### src/rtl/hazard_ctrl.sv
// hazard_ctrl: decode-stage hazard controller.
// Detects load-use hazards and control-flow instructions (JAL, JALR, B-type)
// and holds the pipeline for a configurable number of bubble cycles.
// Every output is registered. stall_total_o counts stall cycles and saturates.
module hazard_ctrl #(
    parameter int JAL_BUBBLES   = 1,
    parameter int BR_BUBBLES    = 2,
    parameter int JALR_BUBBLES  = 2,
    parameter int LU_BUBBLES    = 1,
    parameter int CNT_W         = 4,
    parameter int EARLY_RELEASE = 0
) (
    input  logic              clk_cpu,
    input  logic              rst_n_i,
    input  logic [31:0]       inst_i,
    input  logic              inst_valid_i,
    input  logic              ex_is_load_i,
    input  logic [4:0]        ex_rd_i,
    input  logic              br_resolve_i,
    input  logic              br_taken_i,
    output logic              have_inst_o,
    output logic              pipline_stop,
    output logic [1:0]        stall_cause_o,
    output logic [CNT_W-1:0]  stall_cnt_o,
    output logic [15:0]       stall_total_o
);

    localparam logic [1:0] IDLE       = 2'd0;
    localparam logic [1:0] CTRL_STALL = 2'd1;
    localparam logic [1:0] LU_STALL   = 2'd2;

    localparam logic [1:0] CAUSE_NONE = 2'd0;
    localparam logic [1:0] CAUSE_CTRL = 2'd1;
    localparam logic [1:0] CAUSE_LU   = 2'd2;

    localparam logic [6:0] OP_JAL   = 7'b1101111;
    localparam logic [6:0] OP_JALR  = 7'b1100111;
    localparam logic [6:0] OP_B     = 7'b1100011;
    localparam logic [6:0] OP_LUI   = 7'b0110111;
    localparam logic [6:0] OP_AUIPC = 7'b0010111;
    localparam logic [6:0] OP_S     = 7'b0100011;
    localparam logic [6:0] OP_R     = 7'b0110011;

    localparam logic [CNT_W-1:0] JAL_N  = CNT_W'(JAL_BUBBLES);
    localparam logic [CNT_W-1:0] BR_N   = CNT_W'(BR_BUBBLES);
    localparam logic [CNT_W-1:0] JALR_N = CNT_W'(JALR_BUBBLES);
    localparam logic [CNT_W-1:0] LU_N   = CNT_W'(LU_BUBBLES);
    localparam logic [CNT_W-1:0] CNT_ONE = CNT_W'(1);

    // Decode fields
    logic [6:0] opcode;
    logic [4:0] rs1;
    logic [4:0] rs2;
    logic       is_jal;
    logic       is_jalr;
    logic       is_br;
    logic       rs1_used;
    logic       rs2_used;
    logic       lu_hazard;
    logic [CNT_W-1:0] ctrl_n;

    // Immediate/funct/rd bits are irrelevant to hazard detection
    logic unused_inst_bits;
    assign unused_inst_bits = ^{inst_i[31:25], inst_i[14:7]};

    assign opcode = inst_i[6:0];
    assign rs1    = inst_i[19:15];
    assign rs2    = inst_i[24:20];

    assign is_jal  = (opcode == OP_JAL);
    assign is_jalr = (opcode == OP_JALR);
    assign is_br   = (opcode == OP_B);

    // Only U-type and JAL lack an rs1; only R/S/B read rs2
    assign rs1_used = !((opcode == OP_LUI) || (opcode == OP_AUIPC) || is_jal);
    assign rs2_used = (opcode == OP_R) || (opcode == OP_S) || is_br;

    // x0 is never a real dependency, so a load to x0 cannot cause a hazard
    assign lu_hazard = inst_valid_i && ex_is_load_i && (ex_rd_i != 5'd0) &&
                       ((rs1_used && (rs1 == ex_rd_i)) ||
                        (rs2_used && (rs2 == ex_rd_i)));

    // Bubble count for the control instruction in decode (0 = not control or no stall)
    always_comb begin
        ctrl_n = '0;
        if (is_jal) begin
            ctrl_n = JAL_N;
        end else if (is_br) begin
            ctrl_n = BR_N;
        end else if (is_jalr) begin
            ctrl_n = JALR_N;
        end
    end

    logic [1:0]       state_reg, state_next;
    logic [CNT_W-1:0] cnt_reg, cnt_next;
    logic [1:0]       cause_reg, cause_next;
    logic             br_flag_reg, br_flag_next;
    logic             stop_reg, stop_next;
    logic             have_reg, have_next;
    logic [15:0]      total_reg, total_next;

    // Next-state: triggers only from IDLE; stall states count down and ignore decode
    always_comb begin
        state_next   = state_reg;
        cnt_next     = cnt_reg;
        cause_next   = cause_reg;
        br_flag_next = br_flag_reg;
        case (state_reg)
            IDLE: begin
                cnt_next   = '0;
                cause_next = CAUSE_NONE;
                if (lu_hazard && (LU_BUBBLES > 0)) begin
                    state_next   = LU_STALL;
                    cnt_next     = LU_N;
                    cause_next   = CAUSE_LU;
                    br_flag_next = 1'b0;
                end else if (inst_valid_i && (ctrl_n != '0)) begin
                    state_next   = CTRL_STALL;
                    cnt_next     = ctrl_n;
                    cause_next   = CAUSE_CTRL;
                    br_flag_next = is_br;
                end
            end
            CTRL_STALL: begin
                // A resolved not-taken branch needs no further flush bubbles
                if (((EARLY_RELEASE != 0) && br_flag_reg && br_resolve_i && !br_taken_i) ||
                    (cnt_reg == CNT_ONE)) begin
                    state_next = IDLE;
                    cnt_next   = '0;
                    cause_next = CAUSE_NONE;
                end else begin
                    cnt_next = cnt_reg - CNT_ONE;
                end
            end
            LU_STALL: begin
                if (cnt_reg == CNT_ONE) begin
                    state_next = IDLE;
                    cnt_next   = '0;
                    cause_next = CAUSE_NONE;
                end else begin
                    cnt_next = cnt_reg - CNT_ONE;
                end
            end
            default: begin
                state_next = IDLE;
                cnt_next   = '0;
                cause_next = CAUSE_NONE;
            end
        endcase

        stop_next = (state_next != IDLE);
        have_next = !stop_next;

        // Count cycles in which the stall output is currently asserted, no wrap
        total_next = total_reg;
        if (stop_reg && (total_reg != 16'hFFFF)) begin
            total_next = total_reg + 16'd1;
        end
    end

    // State and output registers; reset clears everything including fetch enable
    always_ff @(posedge clk_cpu or negedge rst_n_i) begin
        if (!rst_n_i) begin
            state_reg   <= IDLE;
            cnt_reg     <= '0;
            cause_reg   <= CAUSE_NONE;
            br_flag_reg <= 1'b0;
            stop_reg    <= 1'b0;
            have_reg    <= 1'b0;
            total_reg   <= '0;
        end else begin
            state_reg   <= state_next;
            cnt_reg     <= cnt_next;
            cause_reg   <= cause_next;
            br_flag_reg <= br_flag_next;
            stop_reg    <= stop_next;
            have_reg    <= have_next;
            total_reg   <= total_next;
        end
    end

    assign have_inst_o   = have_reg;
    assign pipline_stop  = stop_reg;
    assign stall_cause_o = cause_reg;
    assign stall_cnt_o   = cnt_reg;
    assign stall_total_o = total_reg;

endmodule

### config.mk
export PLATFORM = sky130hd
export DESIGN_NAME = hazard_ctrl
export DESIGN_NICKNAME = d
export VERILOG_FILES = /design/src/rtl/hazard_ctrl.sv
export SDC_FILE = /design/constraint.sdc
export NUM_CORES = 1
export LEC_CHECK = 0
export ABC_AREA = 1
export CAP_MARGIN = 20
export CORE_MARGIN = 1
export CORE_UTILIZATION = 45
export DETAILED_ROUTE_END_ITERATION = 10
export PLACE_DENSITY = 0.84
export SYNTH_ARGS = -nofsm -noshare
export SYNTH_HDL_FRONTEND = slang
export SYNTH_SLANG_ARGS = --single-unit
### constraint.sdc
create_clock -name clk_cpu -period 2.8 [get_ports clk_cpu]
set_input_delay 0.7 -clock clk_cpu [delete_from_list [all_inputs] [get_ports clk_cpu]]
set_output_delay 0.7 -clock clk_cpu [all_outputs]
set_load 0.01 [all_outputs]
# Word level (Yosys, flattened, before mapping)
# Index checks and enable logic that the tools add are counted.
# op_classes
add_sub_neg	2
eq_ne	14
mux	15
n_reduce_logical	19
# op_table
cell	count
equality test 7 x 6 -> 1 bit, second input constant	3
equality test 7 bit, second input constant	3
two-way mux 4 bit	5
adder 16 x 1 -> 16 bit, second input constant	1
!= test 16 bit, second input constant	1
two-way mux 2 bit	6
equality test 5 bit	2
one-hot mux 2 bit (2 select lines)	2
one-hot mux 4 bit (2 select lines)	1
equality test 7 x 5 -> 1 bit, second input constant	1
logical AND 1 bit	7
logical OR 1 bit	5
nonzero test 5 bit	1
equality test 4 x 1 -> 1 bit, second input constant	1
nonzero test 4 bit	1
subtractor 4 x 1 -> 4 bit, second input constant	1
equality test 2 x 1 -> 1 bit, second input constant	1
equality test 2 bit, second input constant	1
zero test 1 bit	2
zero test 2 bit	1
!= test 2 x 1 -> 1 bit, second input constant	1
nonzero test 2 bit	1
OR reduction 2 bit	1
two-way mux 1 bit	1
# totals
ff_bits	26
wordCells	56

# Longest topological paths before layout
# Gate-level depths: netlist (run 1).
# logic_depth
word_depth	11
ltp_mapped	12

# Worst setup path before layout (run 1)
# OpenSTA, ideal clock, no wires.
# synth_timing
path_kind	input-to-reg
start	input port inst_i[1]
end	register stop_reg, in the netlist pipline_stop
t_arrival_ns	1.453
setup_slack_ns	1.229
cell_stages	11
n_path_buf	0
cell_sequence	nand2_1 -> nor2_1 -> and2_1 -> nor2_1 -> nand2_1 -> nand2_1 -> nand2_1 -> nand2_1 -> nand2_1 -> inv_1 -> nand2_1
# synth_via
elab_chain_cells	10
elab_cells_between_ends	25
# synth_lines
element	line	rtl
start, declared	15	input logic [31:0] inst_i,
equality test 7 bit (tied with other cells)	71	assign is_jalr = (opcode == OP_JALR);
two-way mux 2 bit / logical OR 1 bit (equally long branches)	90, 75	
two-way mux 4 bit / logical OR 1 bit (equally long branches)	88, 75	
two-way mux 4 bit / zero test 1 bit (equally long branches)	86, 75	
nonzero test 4 bit / logical AND 1 bit (equally long branches)	118, 80	
logical AND 1 bit / logical OR 1 bit (equally long branches)	118, 80	
two-way mux 2 bit / logical AND 1 bit (equally long branches)	118, 79	
two-way mux 2 bit (*)	113	if (lu_hazard && (LU_BUBBLES > 0)) begin
one-hot mux 2 bit (2 select lines) (*)	109	case (state_reg)
via state_next[0]	95	logic [1:0] state_reg, state_next;
nonzero test 2 bit (*)	152	stop_next = (state_next != IDLE);
via stop_next	99	logic stop_reg, stop_next;
end signal, assigned	177	stop_reg <= stop_next;
end, declared	99	
# The timed path passes the listed nets; every way through them passes the cells marked *.
# A chain may end at the register's enable or synchronous reset.

# Worst setup path in the final report (run 1)
# layout_timing
start	register total_reg[3], in the netlist stall_total_o[3]
end	output port stall_total_o[3]
# layout_rtl
element	line	rtl
start, declared	101	logic [15:0] total_reg, total_next;
start signal, assigned	179	total_reg <= total_next;
end, declared	25	output logic [15:0] stall_total_o
# No word-level cell between the ends.

==> results of run 1 <==
## layout make-up
class | count | area (sq um) | share of cell area [%]
flip-flops and latches | 26 | 651 | 30.4
clock buffers | 3 | 22.5 | 1.05
inverters | 31 | 116 | 5.44
repair buffers | 50 | 498 | 23.3
multi-input cells | 149 | 792 | 37.1
well taps | 46 | 57.6 | 2.69
## Yosys cell counts (all sizes together)
| library cell | instances | area (sq um) |
|---|---|---|
| o22ai | 1 | 6.26 |
| nor2 | 28 | 110 |
| nand2 | 59 | 224 |
| xor2 | 11 | 96.3 |
| a21oi | 3 | 15.0 |
| buf | 1 | 11.3 |
| nand3b | 2 | 27.5 |
| and2 | 1 | 6.26 |
| o21ai | 6 | 30.0 |
| and3 | 1 | 6.26 |
| ha | 5 | 62.6 |
| nand4 | 4 | 25.0 |
| inv | 31 | 116 |
| nand3 | 13 | 65.1 |
| nor3 | 3 | 15.0 |
| nor4 | 1 | 6.26 |
| xnor2 | 11 | 96.3 |
| dfrtp | 26 | 651 |
## power breakdown
| group | switching [mW] | internal (mW) | total (mW) |
|---|---|---|---|
| Clock | 0.0989 | 0.0503 | 0.149 |
| Combinational | 0.225 | 0.243 | 0.468 |
| Sequential | 0.0776 | 0.445 | 0.523 |
| Total | 0.402 | 0.738 | 1.14 |
## through the flow
stage | cells | worst slack [ns]
finish | 305 | 0.733
global route | 305 | 0.637
CTS | 305 | 0.715
detailed placement | 302 | 0.612
global placement | 302 | 0.655
floorplan | 207 | 1.23
## logic make-up after synthesis
family,count (synthesis),share of synthesized area [%]
XOR/XNOR,22,12.3
flip-flops,26,41.4
AO/OA/AOI/OAI,10,3.27
buffers and inverters,32,8.13
AND/OR/NAND/NOR,112,30.9
adder cells (fa/ha/maj),5,3.98
## how the worst max path moves through the flow
| stage | startpoint | end | slack, ns |
|---|---|---|---|
| final | stall_total_o[3]$_DFFE_PN0P_ | stall_total_o[3] | 0.73 |
| after global placement | inst_i[6] | pipline_stop$_DFF_PN0_ | 0.65 |
| after floorplan | inst_i[1] | pipline_stop$_DFF_PN0_ | 1.23 |
| after detailed placement | ex_rd_i[1] | pipline_stop$_DFF_PN0_ | 0.61 |
| after CTS | stall_total_o[3]$_DFFE_PN0P_ | stall_total_o[3] | 0.71 |
| after global routing | stall_total_o[3]$_DFFE_PN0P_ | stall_total_o[3] | 0.64 |
## metal layers
metal | wire length (um) | global-route usage, % | vias up
met5 | 0 | 0 | -
met4 | 35 | 5.52 | 0
met3 | 107 | 4.20 | 5
met2 | 1540 | 32.0 | 30
met1 | 1390 | 23.4 | 649
li1 | - | - | 749
==> flow_summary.yaml, run 1 <==
route:
  vias: 1433
  firstDrtPassIters: 7
  antenna_left: 0
  via_per_inst: 4.70
  drt_iter0_drc: 82
  drc: 2
  finalWirelength_mm: 3.07
  wl_per_cell_um: 10.1
worst_hold_path:
  whs_endpoint: "stall_total_o[14]$_DFFE_PN0P_"
  hold_path_class: "flop to flop"
  whs_path_depth: 1
  min-delay-start: "stall_total_o[14]$_DFFE_PN0P_"
setup_path:
  crit_path_end_kind: "primary output"
  cpLargestDelayFamily: "buffers and inverters"
  path_cells: "clkdlybuf4s50_1"
  required_ns: 2.10
  rrSetupSlack_ns: 1.09
  path_class: "flop to primary output"
  reg2reg_from: "stall_total_o[0]$_DFFE_PN0P_"
  cp.buffers_inverters: 1
  slowest_stage: "clkdlybuf4s50_1"
  crit_fanout: 5
  r2r_cells: 8
  cp.arrival_ns: 1.37
  cp.depth: 1
  critPathLaunchType: "flop"
  cpPeakStageDelay_ns: 0.58
  timing.rr.end: "stall_total_o[13]$_DFFE_PN0P_"
final_layout:
  area_delta_synth_final_pct: 36.1
  largest_register_ff_count: 16
  fin_util_pct: 64.0
  nets: 309
  mostFrequentLayoutCells: "58 x nand2_1, 49 x clkdlybuf4s50_1, 31 x inv_1"
  fill_cells: 296
  layout-drive-gt1-share_pct: 3.09
  n_antenna_cell: 0
  final_common_cell: "nand2_1"
  fin_area_sq_um: 2140
die:
  die_y_um: 61.1
  io_pins: 67
  dieWidth_um: 61.1
  rows: 21
  dieArea_sq_um: 3730
  core_area_sq_um: 3340
  initial_core_util_pct: 47.1
global_routing:
  grt_overflow: 0
  grt_max_degree: 27
  grt_pass1_wl_mm: 5.20
  grt_pass1_vias: 1274
  antenna_found_initial: 0
  grt_util_all_layers_pct: 18.6
sta:
  skew_ns: 0.00155
  post-route-period-util_pct: 73.8
  timing.hold.ws_ns: 0.508
  tns_ns: 0
  finalHoldViolations: 0
  relSlewSlack_pct: 75.3
  final.min_clock_period_ns: 2.07
  finalSetupViolCount: 0
  finalMaxSlewViolations: 0
  worstMarginPinSlew_ns: 0.366
  clock.fmax_mhz: 484
  rsz0062_at_grt: "no"
clock_network:
  tritoncts: "yes"
  cts_buffer_depth: 2
  numCtsBuffers: 3
  clock_sinks: 26
  post_cts_buffers: 0
  clock-root-buffer: "clkbuf_4"
  htreeDepth: 1
  ctsHoldBuffers: 0
  cts_resized: 0
  clk_pin_slew_ns: 0.12
  clock_latency_ns: 0.31
place:
  dpl.hpwl_mm: 2.60
  gp_congestion: 0.892
  port_buffers: 49
  placedInstanceArea_sq_um: 2110
power_and_ir_drop:
  leakage_nw: 1.08
  power-per-cell-area_nw_per_um2: 533
  ir_drop_v: 0.000305
  power_mw: 1.14
run:
  cap_viol_max_count: 0
yosys:
  ys_seq_elements: 26
  yosysWarnings: 0
  ys_types: 22
  yosysSeqAreaShare_pct: 41.4
  synth_cells: 207
  synth_area_sq_um: 1570
  syn_nets: 255
  avgSynthCellArea_sq_um: 7.59
run_status:
  violations: "DRC"
  status: "finished with violations"
(Power assumes the default switching activity.)
==> run 2: changes to the inputs <==
--- a/config.mk
+++ b/config.mk
@@ -8,9 +8,9 @@
 export ABC_AREA = 1
 export CAP_MARGIN = 20
 export CORE_MARGIN = 1
-export CORE_UTILIZATION = 45
+export CORE_UTILIZATION = 42
 export DETAILED_ROUTE_END_ITERATION = 10
-export PLACE_DENSITY = 0.84
+export PLACE_DENSITY = 0.79
 export SYNTH_ARGS = -nofsm -noshare
 export SYNTH_HDL_FRONTEND = slang
 export SYNTH_SLANG_ARGS = --single-unit
==> constraint.sdc (replaced) <==
create_clock -name clk_cpu -period 2.1 [get_ports clk_cpu]
set_input_delay 0.525 -clock clk_cpu [delete_from_list [all_inputs] [get_ports clk_cpu]]
set_output_delay 0.525 -clock clk_cpu [all_outputs]
set_load 0.01 [all_outputs]
==> run 2 against run 1 <==
The flow now finishes without violations; total power increased by 43%; register-to-register slack got worse by 0.72 ns; die area increased by 6.9%; clock skew increased by 0.0025 ns; largest cell class unchanged; highest routed layer unchanged.
==> flow_summary.yaml, run 2 (synthesis gave the netlist of run 1 again) <==
setup_path:
  path_class: "flop to primary output"
  crit_path_end_kind: "primary output"
  cpLargestDelayFamily: "buffers and inverters"
  cpPeakStageDelay_ns: 0.58
  required_ns: 1.57
  cp.arrival_ns: 1.31
  crit_fanout: 5
  rrSetupSlack_ns: 0.37
  critPathLaunchType: "flop"
  path_cells: "clkdlybuf4s50_1"
  cp.buffers_inverters: 1
  slowest_stage: "clkdlybuf4s50_1"
sta:
  tns_ns: 0
  relSlewSlack_pct: 76.0
  finalMaxSlewViolations: 0
  post-route-period-util_pct: 87.3
  worstMarginPinSlew_ns: 0.357
  finalHoldViolations: 0
  rsz0062_at_grt: "no"
  final.min_clock_period_ns: 1.83
  finalSetupViolCount: 0
  skew_ns: 0.00401
  clock.fmax_mhz: 545
power_and_ir_drop:
  seq_power_share_pct: 43.0
  p_sw_share_pct: 33.3
  leakage_nw: 1.10
  switching_power_mw: 0.541
  internal-power_mw: 1.08
  ir_drop_v: 0.000648
  clock_power_share_pct: 19.3
  power-per-cell-area_nw_per_um2: 749
  pwr-share-comb_pct: 37.7
global_routing:
  grt_pass1_wl_mm: 5.10
  grt_max_degree: 27
  antenna_found_initial: 0
  grt_util_all_layers_pct: 16.0
  grt_pass1_vias: 1210
  grt_overflow: 0
place:
  port_buffers: 49
  dpl.hpwl_mm: 2.49
  dp_cells: 302
  gp_congestion: 0.865
clock_network:
  clock_sinks: 26
  post_cts_buffers: 0
  cts_buffer_depth: 2
  clock-root-buffer: "clkbuf_8"
  cts_resized: 0
  tritoncts: "yes"
  numCtsBuffers: 3
  ctsHoldBuffers: 0
  clk_pin_slew_ns: 0.08
  clock_latency_ns: 0.27
  htreeDepth: 1
final_layout:
  n_antenna_cell: 0
  area_delta_synth_final_pct: 38.2
  seq_area_sq_um: 651
  final_common_cell: "nand2_1"
  fill_cells: 319
  layout-drive-gt1-share_pct: 3.46
  multi_input_comb_area_sq_um: 792
  largest_register_ff_count: 16
  nets: 309
  mostFrequentLayoutCells: "58 x nand2_1, 49 x clkdlybuf4s50_1, 31 x inv_1"
  finalNonFillerCells: 306
die:
  initial_core_util_pct: 45.3
  dieArea_sq_um: 3990
  die_y_um: 63.1
  core_area_sq_um: 3470
  dieWidth_um: 63.1
  io_pins: 67
  rows: 21
route:
  via_per_inst: 4.48
  finalWirelength_mm: 2.97
  drc: 0
  vias: 1371
  firstDrtPassIters: 4
  antenna_left: 0
  drt_iter0_drc: 44
  wl_per_cell_um: 9.72
run_status:
  status: "complete, no violations"
run:
  cap_viol_max_count: 0
worst_hold_path:
  hold_path_class: "flop to flop"
-- run 2: changes by cell type in the layout (fill, tap and decap cells not counted) --
| cell | change |
|---|---|
| clkbuf_4 | -3 |
| clkbuf_8 | +4 |
-- run 2: per-layer routing --
| layer | global-route usage (%) | vias to the layer above | share of wire [%] |
|---|---|---|---|
| met5 | 0 | - | 0 |
| met4 | 4.36 | 0 | 1.1 |
| met3 | 3.80 | 4 | 2.7 |
| met2 | 27.7 | 25 | 48 |
| met1 | 19.6 | 602 | 48 |
| li1 | - | 740 | - |
-- run 2: cell type report --
cell class / instances / share of cell area (%)
inverter: 31 / 5.36
clock buffer: 4 / 2.54
multi-input combinational: 149 / 36.5
timing repair buffer: 50 / 23.0
tap: 46 / 2.65
sequential: 26 / 30.0
-- run 2: path summary, 6_finish.rpt --
check                                         startpoint                             to  depth (start not counted)
min                        stall_total_o[14]$_DFFE_PN0P_  stall_total_o[14]$_DFFE_PN0P_                          1
max in group asynchronous                        rst_n_i  stall_total_o[15]$_DFFE_PN0P_                          2
max                         stall_total_o[3]$_DFFE_PN0P_               stall_total_o[3]                          1
min in group asynchronous                        rst_n_i   stall_total_o[9]$_DFFE_PN0P_                          2
min reg2reg                stall_total_o[14]$_DFFE_PN0P_  stall_total_o[14]$_DFFE_PN0P_                          1
max reg2reg                 stall_total_o[0]$_DFFE_PN0P_  stall_total_o[13]$_DFFE_PN0P_                          8
-- run 2: power groups by stage --
stage                     Sequential, mW  Combinational [mW]  Clock, mW
after floorplan                    0.733               0.303          0
after global placement             0.708               0.605          0
after detailed placement           0.707               0.615          0
after CTS                          0.698               0.618      0.323
after global routing               0.716               0.678      0.348
final                              0.698               0.613      0.313
-- run 2: metrics by stage --
step	area, sq um	utilization [%]	hold slack, ns	power, mW	setup WS, ns
4_1_cts	2170	62.6	0.502	1.64	0.255
5_1_grt	2170	62.6	0.512	1.74	0.158
3_3_place_gp	2110	61.0	0.476	1.31	0.125
6_report	2170	62.6	0.498	1.62	0.266
3_5_place_dp	2110	61.0	0.484	1.32	0.103
2_1_floorplan	1570	-	0.229	1.04	0.626
==> run 3: changes to the inputs <==
--- a/config.mk
+++ b/config.mk
@@ -8,9 +8,9 @@
 export ABC_AREA = 1
 export CAP_MARGIN = 20
 export CORE_MARGIN = 1
-export CORE_UTILIZATION = 42
+export CORE_UTILIZATION = 45
 export DETAILED_ROUTE_END_ITERATION = 10
-export PLACE_DENSITY = 0.79
+export PLACE_DENSITY = 0.84
 export SYNTH_ARGS = -nofsm -noshare
 export SYNTH_HDL_FRONTEND = slang
 export SYNTH_SLANG_ARGS = --single-unit
==> constraint.sdc (replaced) <==
create_clock -name clk_cpu -period 2.2 [get_ports clk_cpu]
set_input_delay 0.55 -clock clk_cpu [delete_from_list [all_inputs] [get_ports clk_cpu]]
set_output_delay 0.55 -clock clk_cpu [all_outputs]
set_load 0.01 [all_outputs]
==> run 3 against run 2 <==
The flow now finishes with violations (DRC); clock power fell by 39%; sequential cell count is the same; cell count down 0.33%; critical path depth stayed put; routed wire length up 1.3%; sequential power shrank 4.7%; non-clock buffer count did not move; die area down 6.5%; worst hold slack better by 0.0025 ns; critical endpoint unchanged; highest routed layer unchanged.
==> flow_summary.yaml, run 3 (synthesis gave the netlist of run 1 again) <==
sta:
  post-route-period-util_pct: 87.4
  rsz0062_at_grt: "no"
  clock.fmax_mhz: 520
  finalSetupViolCount: 0
  finalHoldViolations: 0
  worstMarginPinSlew_ns: 0.341
  final.min_clock_period_ns: 1.92
  skew_ns: 0.00246
  relSlewSlack_pct: 77.1
  finalMaxSlewViolations: 0
  tns_ns: 0
final_layout:
  seq_area_sq_um: 651
  layout-drive-gt1-share_pct: 3.09
  mostFrequentLayoutCells: "58 x nand2_1, 49 x clkdlybuf4s50_1, 31 x inv_1"
  area_delta_synth_final_pct: 36.1
  final_common_cell: "nand2_1"
  fin_util_pct: 64.0
  fill_cells: 297
  nets: 309
  n_antenna_cell: 0
  multi_input_comb_area_sq_um: 792
  largest_register_ff_count: 16
power_and_ir_drop:
  switching_power_mw: 0.505
  ir_drop_v: 0.000521
  pwr-share-comb_pct: 40.7
  internal-power_mw: 0.939
  leakage_nw: 1.08
  p_sw_share_pct: 35.0
  clock_power_share_pct: 13.2
  power-per-cell-area_nw_per_um2: 675
  seq_power_share_pct: 46.1
run_status:
  status: "finished with violations"
  violations: "DRC"
clock_network:
  cts_resized: 0
  ctsHoldBuffers: 0
  clock_sinks: 26
  numCtsBuffers: 3
  cts_buffer_depth: 2
  clk_pin_slew_ns: 0.12
  tritoncts: "yes"
  post_cts_buffers: 0
  htreeDepth: 1
  clock_latency_ns: 0.31
  clock-root-buffer: "clkbuf_4"
route:
  antenna_left: 0
  finalWirelength_mm: 3.01
  wl_per_cell_um: 9.88
  via_per_inst: 4.65
  met2WireLength_mm: 1.47
  wl_met3_um: 116
  firstDrtPassIters: 7
  drt_iter0_drc: 54
  top_layer: "met4"
  vias: 1418
  wirelength_met1_mm: 1.38
  drc: 2
die:
  rows: 21
  core_area_sq_um: 3340
  dieWidth_um: 61.1
  initial_core_util_pct: 47.1
  io_pins: 67
  die_y_um: 61.1
  dieArea_sq_um: 3730
setup_path:
  cp-startpoint: "stall_total_o[3]$_DFFE_PN0P_"
  slowest_stage: "clkdlybuf4s50_1"
  path_class: "flop to primary output"
  critPathLaunchType: "flop"
  required_ns: 1.65
  cpPeakStageDelay_ns: 0.58
  cpLargestDelayFamily: "buffers and inverters"
  cp.depth: 1
  crit_fanout: 5
  cp.buffers_inverters: 1
  cp.arrival_ns: 1.37
  crit_path_end_kind: "primary output"
  path_cells: "clkdlybuf4s50_1"
  timing.rr.end: "stall_total_o[13]$_DFFE_PN0P_"
  crit_path_end: "stall_total_o[3]"
  r2r_cells: 8
  reg2reg_from: "stall_total_o[0]$_DFFE_PN0P_"
  rrSetupSlack_ns: 0.47
global_routing:
  grt_overflow: 0
  grt_pass1_vias: 1198
  grt_max_degree: 27
  grt_pass1_wl_mm: 5.04
  antenna_found_initial: 0
  grt_util_all_layers_pct: 18.3
worst_hold_path:
  hold_path_class: "flop to flop"
place:
  dpl.hpwl_mm: 2.56
  gp_congestion: 0.895
  port_buffers: 49
run:
  cap_viol_max_count: 0
-- run 3: power groups by stage --
stage | Clock [mW] | Sequential (mW) | Combinational (mW)
final | 0.191 | 0.665 | 0.588
after CTS | 0.202 | 0.667 | 0.594
after detailed placement | 0 | 0.677 | 0.591
after global routing | 0.219 | 0.680 | 0.668
after global placement | 0 | 0.675 | 0.578
after floorplan | 0 | 0.700 | 0.289
-- run 3: worst min-delay path by stage --
stage / start / endpoint / slack (ns) / cells past startpoint
final: stall_total_o[14]$_DFFE_PN0P_ / stall_total_o[14]$_DFFE_PN0P_ / 0.50 / 1
after global routing: stall_total_o[8]$_DFFE_PN0P_ / stall_total_o[8]$_DFFE_PN0P_ / 0.54 / 1
after CTS: stall_total_o[14]$_DFFE_PN0P_ / stall_total_o[14]$_DFFE_PN0P_ / 0.51 / 1
after detailed placement: stall_cause_o[0]$_DFFE_PN0P_ / stall_cause_o[0]$_DFFE_PN0P_ / 0.48 / 2
after global placement: stall_cause_o[0]$_DFFE_PN0P_ / stall_cause_o[0]$_DFFE_PN0P_ / 0.48 / 2
after floorplan: rst_n_i / have_inst_o$_DFF_PN0_ / 0.25 / 0
-- run 3: area by class of cell --
type	count	area share, %
Timing Repair Buffer	50	23.3
Sequential cell	26	30.4
Tap cell	46	2.69
Clock buffer	3	1.05
Inverter	31	5.44
Multi-Input combinational cell	149	37.1
-- run 3: per-stage QoR --
stage	instance area (sq um)	setup WS, ns	cells	power, mW	hold WS, ns
2_1_floorplan	1570	0.726	207	0.989	0.254
3_3_place_gp	2110	0.206	302	1.25	0.481
3_5_place_dp	2110	0.181	302	1.27	0.483
4_1_cts	2140	0.263	305	1.46	0.511
5_1_grt	2140	0.207	305	1.57	0.538
6_report	2140	0.278	305	1.44	0.501
-- run 3: per-layer routing --
layer  track usage [%]  vias up
met5                 0        -
met4              6.49        0
met3              3.99        4
met2              30.7       31
met1              23.2      636
li1                  -      747
